[config.mk]
export PLATFORM = sky130hd
export DESIGN_NAME = instr_fetch_unit
export DESIGN_NICKNAME = d
export VERILOG_FILES = /design/src/rtl/fetch_pkg.sv /design/src/rtl/fetch_fifo.sv /design/src/rtl/instr_fetch_unit.sv
export SDC_FILE = /design/constraint.sdc
export NUM_CORES = 1
export LEC_CHECK = 0
export ABC_AREA = 1
export CAP_MARGIN = 10
export CORE_UTILIZATION = 50
export DETAILED_ROUTE_END_ITERATION = 8
export GPL_TIMING_DRIVEN = 0
export HOLD_SLACK_MARGIN = 0.02
export MAX_ROUTING_LAYER = met4
export PLACE_DENSITY_LB_ADDON = 0.3
export SLEW_MARGIN = 20
export SYNTH_ARGS = -nofsm -noshare
export SYNTH_HDL_FRONTEND = slang
export SYNTH_SLANG_ARGS = --single-unit
[constraint.sdc]
create_clock -name clk -period 1.96 [get_ports clk]
set_input_delay 0.392 -clock clk [delete_from_list [all_inputs] [get_ports clk]]
set_output_delay 0.392 -clock clk [all_outputs]
set_load 0.05 [all_outputs]
[src/rtl/fetch_pkg.sv]
// Shared constants and types for the fetch stage.
// Opcode field, HALT encoding and the fetch entry bundle.
package fetch_pkg;

  localparam int INSTR_W = 8;
  localparam int PC_W    = 4;
  localparam int OP_MSB  = 7;
  localparam int OP_LSB  = 6;

  localparam logic [1:0] OP_ADD  = 2'b00;
  localparam logic [1:0] OP_SUB  = 2'b01;
  localparam logic [1:0] OP_LOAD = 2'b10;
  localparam logic [1:0] OP_HALT = 2'b11;

  typedef struct packed {
    logic [PC_W-1:0]    pc;
    logic [INSTR_W-1:0] instr;
  } fetch_entry_t;

  function automatic logic is_halt(
    input logic [INSTR_W-1:0] i
  );
    return i[OP_MSB:OP_LSB] == OP_HALT;
  endfunction

endpackage

[src/rtl/fetch_fifo.sv]
// Prefetch FIFO between instruction memory and decode.
// Clear wins over push; pop of an empty FIFO is ignored.
module fetch_fifo
  import fetch_pkg::*;
#(
  parameter int DEPTH = 4,
  parameter int W     = 12,
  localparam int PW   = $clog2(DEPTH),
  localparam int CW   = PW + 1
) (
  input  logic          clk,
  input  logic          rst,
  input  logic          i_push,
  input  logic          i_pop,
  input  logic          i_clear,
  input  logic [W-1:0]  i_data,
  output logic [W-1:0]  o_head,
  output logic [CW-1:0] o_count
);

  logic [W-1:0]  r_mem [DEPTH];
  logic [PW-1:0] r_rd;
  logic [PW-1:0] r_wr;
  logic [CW-1:0] r_count;
  logic          w_push;
  logic          w_pop;

  assign w_pop  = i_pop & (r_count != '0);
  assign w_push = i_push & (r_count != CW'(DEPTH));

  always_ff @(posedge clk or posedge rst) begin
    if (rst) begin
      for (int i = 0; i < DEPTH; i++)
        r_mem[i] <= '0;
      r_rd    <= '0;
      r_wr    <= '0;
      r_count <= '0;
    end else if (i_clear) begin
      r_rd    <= '0;
      r_wr    <= '0;
      r_count <= '0;
    end else begin
      if (w_push) begin
        r_mem[r_wr] <= i_data;
        r_wr        <= r_wr + PW'(1);
      end
      if (w_pop)
        r_rd <= r_rd + PW'(1);
      unique case ({w_push, w_pop})
        2'b10:   r_count <= r_count + CW'(1);
        2'b01:   r_count <= r_count - CW'(1);
        default: r_count <= r_count;
      endcase
    end
  end

  assign o_head  = r_mem[r_rd];
  assign o_count = r_count;

endmodule

[src/rtl/instr_fetch_unit.sv]
// Fetch stage: PC, imem requests, prefetch FIFO, redirect.
// Optional HALT stop enabled by HALT_DETECT_EN.
module instr_fetch_unit
  import fetch_pkg::*;
#(
  parameter int AW       = 4,
  parameter int IW       = 8,
  parameter int DEPTH    = 4,
  parameter int RESET_PC = 0,
  localparam int CW      = $clog2(DEPTH) + 1
) (
  input  logic          clk,
  input  logic          rst,
  output logic          imem_req,
  output logic [AW-1:0] imem_addr,
  input  logic [IW-1:0] imem_rdata,
  output logic          instr_valid,
  input  logic          instr_ready,
  output logic [IW-1:0] instr_out,
  output logic [AW-1:0] instr_pc,
  input  logic          redir_valid,
  input  logic [AW-1:0] redir_pc,
  output logic [CW-1:0] fifo_count,
  output logic          halted
);

  logic [AW-1:0]    r_pc;
  logic [AW-1:0]    r_tag_pc;
  logic             r_inflight;
  logic             r_discard;
  logic             w_req;
  logic             w_push;
  logic             w_pop;
  logic             w_halt_hit;
  logic             w_halted;
  logic [CW:0]      w_load;
  logic [AW+IW-1:0] w_head;

  // Occupancy plus the outstanding word must leave a slot free.
  assign w_load = {1'b0, fifo_count} + {{CW{1'b0}}, r_inflight};
  assign w_req  = ~rst & ~w_halted & ~redir_valid
                & (w_load < (CW+1)'(DEPTH));
  assign w_push = r_inflight & ~r_discard;
  assign w_pop  = instr_valid & instr_ready;

`ifdef HALT_DETECT_EN
  logic r_halted;

  assign w_halt_hit = w_push & ~redir_valid
                    & is_halt(imem_rdata);

  always_ff @(posedge clk or posedge rst) begin
    if (rst)
      r_halted <= 1'b0;
    else if (redir_valid)
      r_halted <= 1'b0;
    else if (w_halt_hit)
      r_halted <= 1'b1;
  end

  assign w_halted = r_halted;
`else
  assign w_halt_hit = 1'b0;
  assign w_halted   = 1'b0;
`endif

  // A HALT also drops the word fetched right behind it.
  always_ff @(posedge clk or posedge rst) begin
    if (rst) begin
      r_pc       <= AW'(RESET_PC);
      r_tag_pc   <= '0;
      r_inflight <= 1'b0;
      r_discard  <= 1'b0;
    end else begin
      r_inflight <= w_req;
      r_discard  <= redir_valid | w_halt_hit;
      if (w_req)
        r_tag_pc <= r_pc;
      if (redir_valid)
        r_pc <= redir_pc;
      else if (w_req)
        r_pc <= r_pc + AW'(1);
    end
  end

  fetch_fifo #(
    .DEPTH (DEPTH),
    .W     (AW + IW)
  ) u_fifo (
    .clk     (clk),
    .rst     (rst),
    .i_push  (w_push),
    .i_pop   (w_pop),
    .i_clear (redir_valid),
    .i_data  ({r_tag_pc, imem_rdata}),
    .o_head  (w_head),
    .o_count (fifo_count)
  );

  assign imem_req    = w_req;
  assign imem_addr   = r_pc;
  assign instr_valid = (fifo_count != '0);
  assign instr_pc    = w_head[AW+IW-1:IW];
  assign instr_out   = w_head[IW-1:0];
  assign halted      = w_halted;

endmodule

==> flow_summary.ini <==
[global_route]
grt_pass1_vias = 2417
grt_usage = 0.258
antenna_found_initial = 0
overflow = 0
grt_start_max_net_pins = 35
grt_pass1_wl_mm = 12.1

[finish]
final_cells = 478
fin_area_sq_um = 4120
antenna_cells = 0
finalNetCount = 420
fin_util = 0.683
layout-drive-gt1-share = 0.328
syn2layout_area_growth_pct = 29.9

[logic_synthesis]
synth_area_per_cell_sq_um = 9.29
syn-num-nets = 363
synth_top_cells_by_count = dfrtp_1 (65), nand2_1 (61), o21ai_0 (33)
yosysUniqueCellTypes = 28
yosysMostFrequentCell = dfrtp_1
yosys.area.top_type = dfrtp_1
synth_warnings = 0
synth_cells = 341
synth_seq_cells = 65
synth_area_leaders = dfrtp_1 (51%), nand2_1 (7.2%), o21ai_2 (6.6%)
synth_edf_count = 0
ys.flop_type = dfrtp_1
syn_area_sq_um = 3170
synth-seq-area-share = 0.513
synth_top_area_share = 0.513
ys_async_sr_fraction = 1.00

[run_status]
status = completed

[placed_design]
placed_cells = 453
dp_slack_ps = -794
place_area_sq_um = 3720
dp_hpwl_mm = 4.95
place_congestion = 0.797
io_buffers = 36

[drt]
wl_met1_mm = 3.37
avgRoutedWirePerCell_um = 15.9
vias = 2549
wl_met2_mm = 3.71
via_per_inst = 5.33
antenna_left = 0
first_iter_violations = 168
dr.pass1.iters = 4
drcViolationCount = 0
finalWirelength_mm = 7.58
wl_met3_um = 337
top_layer_used = met4

[setup_path]
worstPathMaxFanout = 10
cp_data_arrival_time_ps = 1540
cp_slowest_cell = dfrtp_1
start_kind = flip-flop
critPathKind = flip-flop to output port
required_ps = 1570
worstPathCellList = buf_2 > o21ai_0 > o22ai_2 > buf_4
slowest_delay_ps = 410
endpoint_kind = output port

[timing]
setup_viol = 0
finalCritPeriodShare = 0.985
max_freq_ghz = 0.518
worst_pin_slew_ps = 714
slew_violations = 0
min_period_ps = 1930
rsz0062_at_grt = true
relSlewSlack = 0.523
setup_ws_ps = 30.2
hold_viol = 0
clock_skew_ps = 7.12

[pwr]
p_per_area_nw_per_um2 = 1050
cellLeakagePower_nw = 2.04
irDropWorstVdd_mv = 0.678
power_mw = 4.34

[min_path]
worstHoldPathType = input pin to flip-flop

[clock_network]
cts.hold.buffers_added = 0
cts_tree = yes
numClockSinks = 65
insertion_delay_ps = 340
htreeDepth = 3
cts.clk_slew.worst_paths_ps = 80
clockBufferDepth = 2
root_buffer = clkbuf_8
cts_buffers = 9

[floorplanning]
rows = 28
coreArea_sq_um = 6030
io_pins = 38
die-area_sq_um = 6660
die-width_um = 81.6
start_util = 0.526
die_h_um = 81.6

[run]
maxCapViolations = 0
-- per-layer routing --
metal | GRT usage | vias up
met4 | 0.111 | 0
met3 | 0.0411 | 14
li1 | - | 1240
met5 | - | -
met1 | 0.349 | 1234
met2 | 0.385 | 61
-- through the flow --
| step | TNS [ps] | hold slack, ps |
|---|---|---|
| after global placement | -8500 | 459 |
| final | 0 | 210 |
| after global routing | -40.2 | 208 |
| after floorplan | -92.5 | 423 |
| after detailed placement | -8490 | 463 |
| after CTS | -5.37 | 480 |
-- cells in the final DEF (no fill, tap or decap), types with 2 or more instances in the layout --
cell             netlist  layout
nand2_1               61      60
nor2_1                25      25
nand2_4                6       6
buf_8                  0       3
nand2_2               17      18
o211ai_1               2       2
o21ai_1               24      37
dlymetal6s2s_1         0       2
buf_6                  8      20
buf_4                  1      13
o21ai_2               24      24
inv_1                 28      24
clkdlybuf4s50_1        0      15
dlygate4sd2_1          0       5
bufinv_16              0       2
a21oi_1                2       2
clkbuf_8               0      12
inv_2                  1       2
clkinvlp_4             0       4
ha_1                   5       5
dfrtp_1               65      61
o22ai_2                0      12
nand3_1                7       7
inv_4                  0       2
dfrtp_2                0       4
o21ai_0               33      20
-- critical path: cells and delay by family, from the launching register on --
kind	cells	cell delay [ps]
flops	1	410
buf+inv	2	480
compound gates	2	310
-- kinds of logic (layout without fill, tap and decap cells) --
family	Yosys count	after routing	share of synthesized area
and+or+nand+nor	120	120	0.180
DFF	65	65	0.513
AOI/OAI and AO/OA	99	99	0.193
adders and majority gates	6	6	0.0261
buffers and inverters	47	109	0.0774
other	1	1	0.00118
xor gates and xnor gates	3	3	0.00829
-- final cells by class --
type                            count  area, sq um
Fill cell                         472         1910
Sequential cell                    65         1630
Multi-Input combinational cell    229         1390
Timing Repair Buffer               47          468
Buffer                             17          190
Clock buffer                       10          138
Inverter                           29          118
Tap cell                           75         93.8
Clock inverter                      6         91.3
-- power by group --
part           internal (mW)  switching (mW)
sequential              1.49           0.107
combinational          0.530           0.909
clock                  0.753           0.551
total                   2.77            1.57
-- worst paths after layout --
path | start | end | slack [ps] | cells after the start
worst max-delay path | u_fifo.r_rd[1] | instr_out[4] | 30 | 4
worst min-delay path | redir_valid | r_discard | 210 | 1
worst max register to register | u_fifo.o_count[2] | u_fifo.o_count[2] | 120 | 11
worst min register to register | u_fifo.r_mem[13] | u_fifo.r_mem[13] | 480 | 2
max in group asynchronous | rst | u_fifo.r_rd[0] | 830 | 3
min in group asynchronous | rst | r_inflight | 530 | 2
-- registers in the layout (all words and copies together) (netlist names) --
register and count:
u_fifo.r_mem 48, imem_addr 4, r_tag_pc 4, u_fifo.o_count 3, u_fifo.r_rd 2, u_fifo.r_wr 2
r_discard 1, r_inflight 1
-- repair_timing --
action,in CTS,in global routing
buffers inserted,1,9
setup endpoints to repair,19,15
gates resized for setup,116,28
pin swaps,0,3
(Power assumes the default switching activity.)
==> patch (same flow settings) <==
`DEPTH` is set to 4 in 2 places; all go to 8.
--- a/src/rtl/fetch_fifo.sv
+++ b/src/rtl/fetch_fifo.sv
@@ -3,7 +3,7 @@
 module fetch_fifo
   import fetch_pkg::*;
 #(
-  parameter int DEPTH = 4,
+  parameter int DEPTH = 8,
   parameter int W     = 12,
   localparam int PW   = $clog2(DEPTH),
   localparam int CW   = PW + 1
--- a/src/rtl/instr_fetch_unit.sv
+++ b/src/rtl/instr_fetch_unit.sv
@@ -5,7 +5,7 @@
 #(
   parameter int AW       = 4,
   parameter int IW       = 8,
-  parameter int DEPTH    = 4,
+  parameter int DEPTH    = 8,
   parameter int RESET_PC = 0,
   localparam int CW      = $clog2(DEPTH) + 1
 ) (
Ports: changed (resized fifo_count); port bits go from 38 to 39. No check against the original RTL was run, so the function may have changed too.
==> patch against the original RTL <==
The flow now finishes with violations (setup timing). Sequential cell count is 51 higher. Final area is 79% higher. Final cell count is 78% higher. Synthesized area is 76% higher. Worst setup slack worse by 460 ps. Worst hold slack better by 150 ps. Clock power is 140% higher. Power is 99% higher. Wire length is 97% higher. Synthesized cell count is 84% higher.
==> patch: results <==
pwr:
  pg_clk_mw: 3.13
  seq_cell_power_mw: 2.72
  p_comb_mw: 2.81
critical_path:
  worst_r2r_path_depth: 10
  max_stage_delay_ps: 470
  arrival_ps: 2000
  endpoint: "instr_out[7]"
  r2r_slack_ps: 90
outcome:
  violations: "setup timing"
  status: "finished with violations"
sta:
  postLayoutSetupSlackWorst_ps: -432
  fin_setup_tns_ps: -4890
  slew_headroom_pct: 59.0
  finalSetupViolations: 12
  finClkSkew_ps: 6.03
synthesis:
  syn-instance-count: 627
  synth-compound-area-share_pct: 19.7
  yosysSeqAreaShare_pct: 52.1
  synthAdderAreaFrac_pct: 1.12
grt:
  grt_max_degree: 36
  grt_usage_pct: 28.7
  grt_pass1_wl_mm: 24.3
cells_and_area:
  multi_input_cells: 443
  clkCellAreaFrac_pct: 8.15
  buffer_area_share_pct: 12.5
  multiInputGateArea_um2: 2640
  drive_gt1_share_pct: 27.9
placed_design:
  io_buffers: 37
  gp_congestion: 0.835
drt:
  drt_first_pass_iters: 6
  avgRoutedWirePerCell_um: 17.6
[patch: changes by cell type after synthesis, moves of 10 or more]
cell / before / now
o21ai_1: 24 / 70
nor2_1: 25 / 89
a31oi_1: 0 / 12
nand2_2: 17 / 1
o21ai_0: 33 / 62
dfrtp_1: 65 / 116
nand2_1: 61 / 131
clkbuf_1: 5 / 15
[patch: repair_timing]
item / CTS / global route
pin swaps: 9 / 9
setup buffers: 5 / 5
cloned: 1 / 0
resized for setup: 196 / 43
setup endpoints to repair: 23 / 15
[patch: per-layer routing]
| layer | track usage, % | wire, µm | share of wire, % | vias to the layer above |
|---|---|---|---|---|
| li1 | - | - | - | 2243 |
| met3 | 6.42 | 903 | 6.0 | 37 |
| met2 | 45.8 | 7370 | 49 | 180 |
| met4 | 9.69 | 327 | 2.2 | 0 |
| met5 | - | 0 | 0 | - |
| met1 | 36.4 | 6320 | 42 | 2400 |
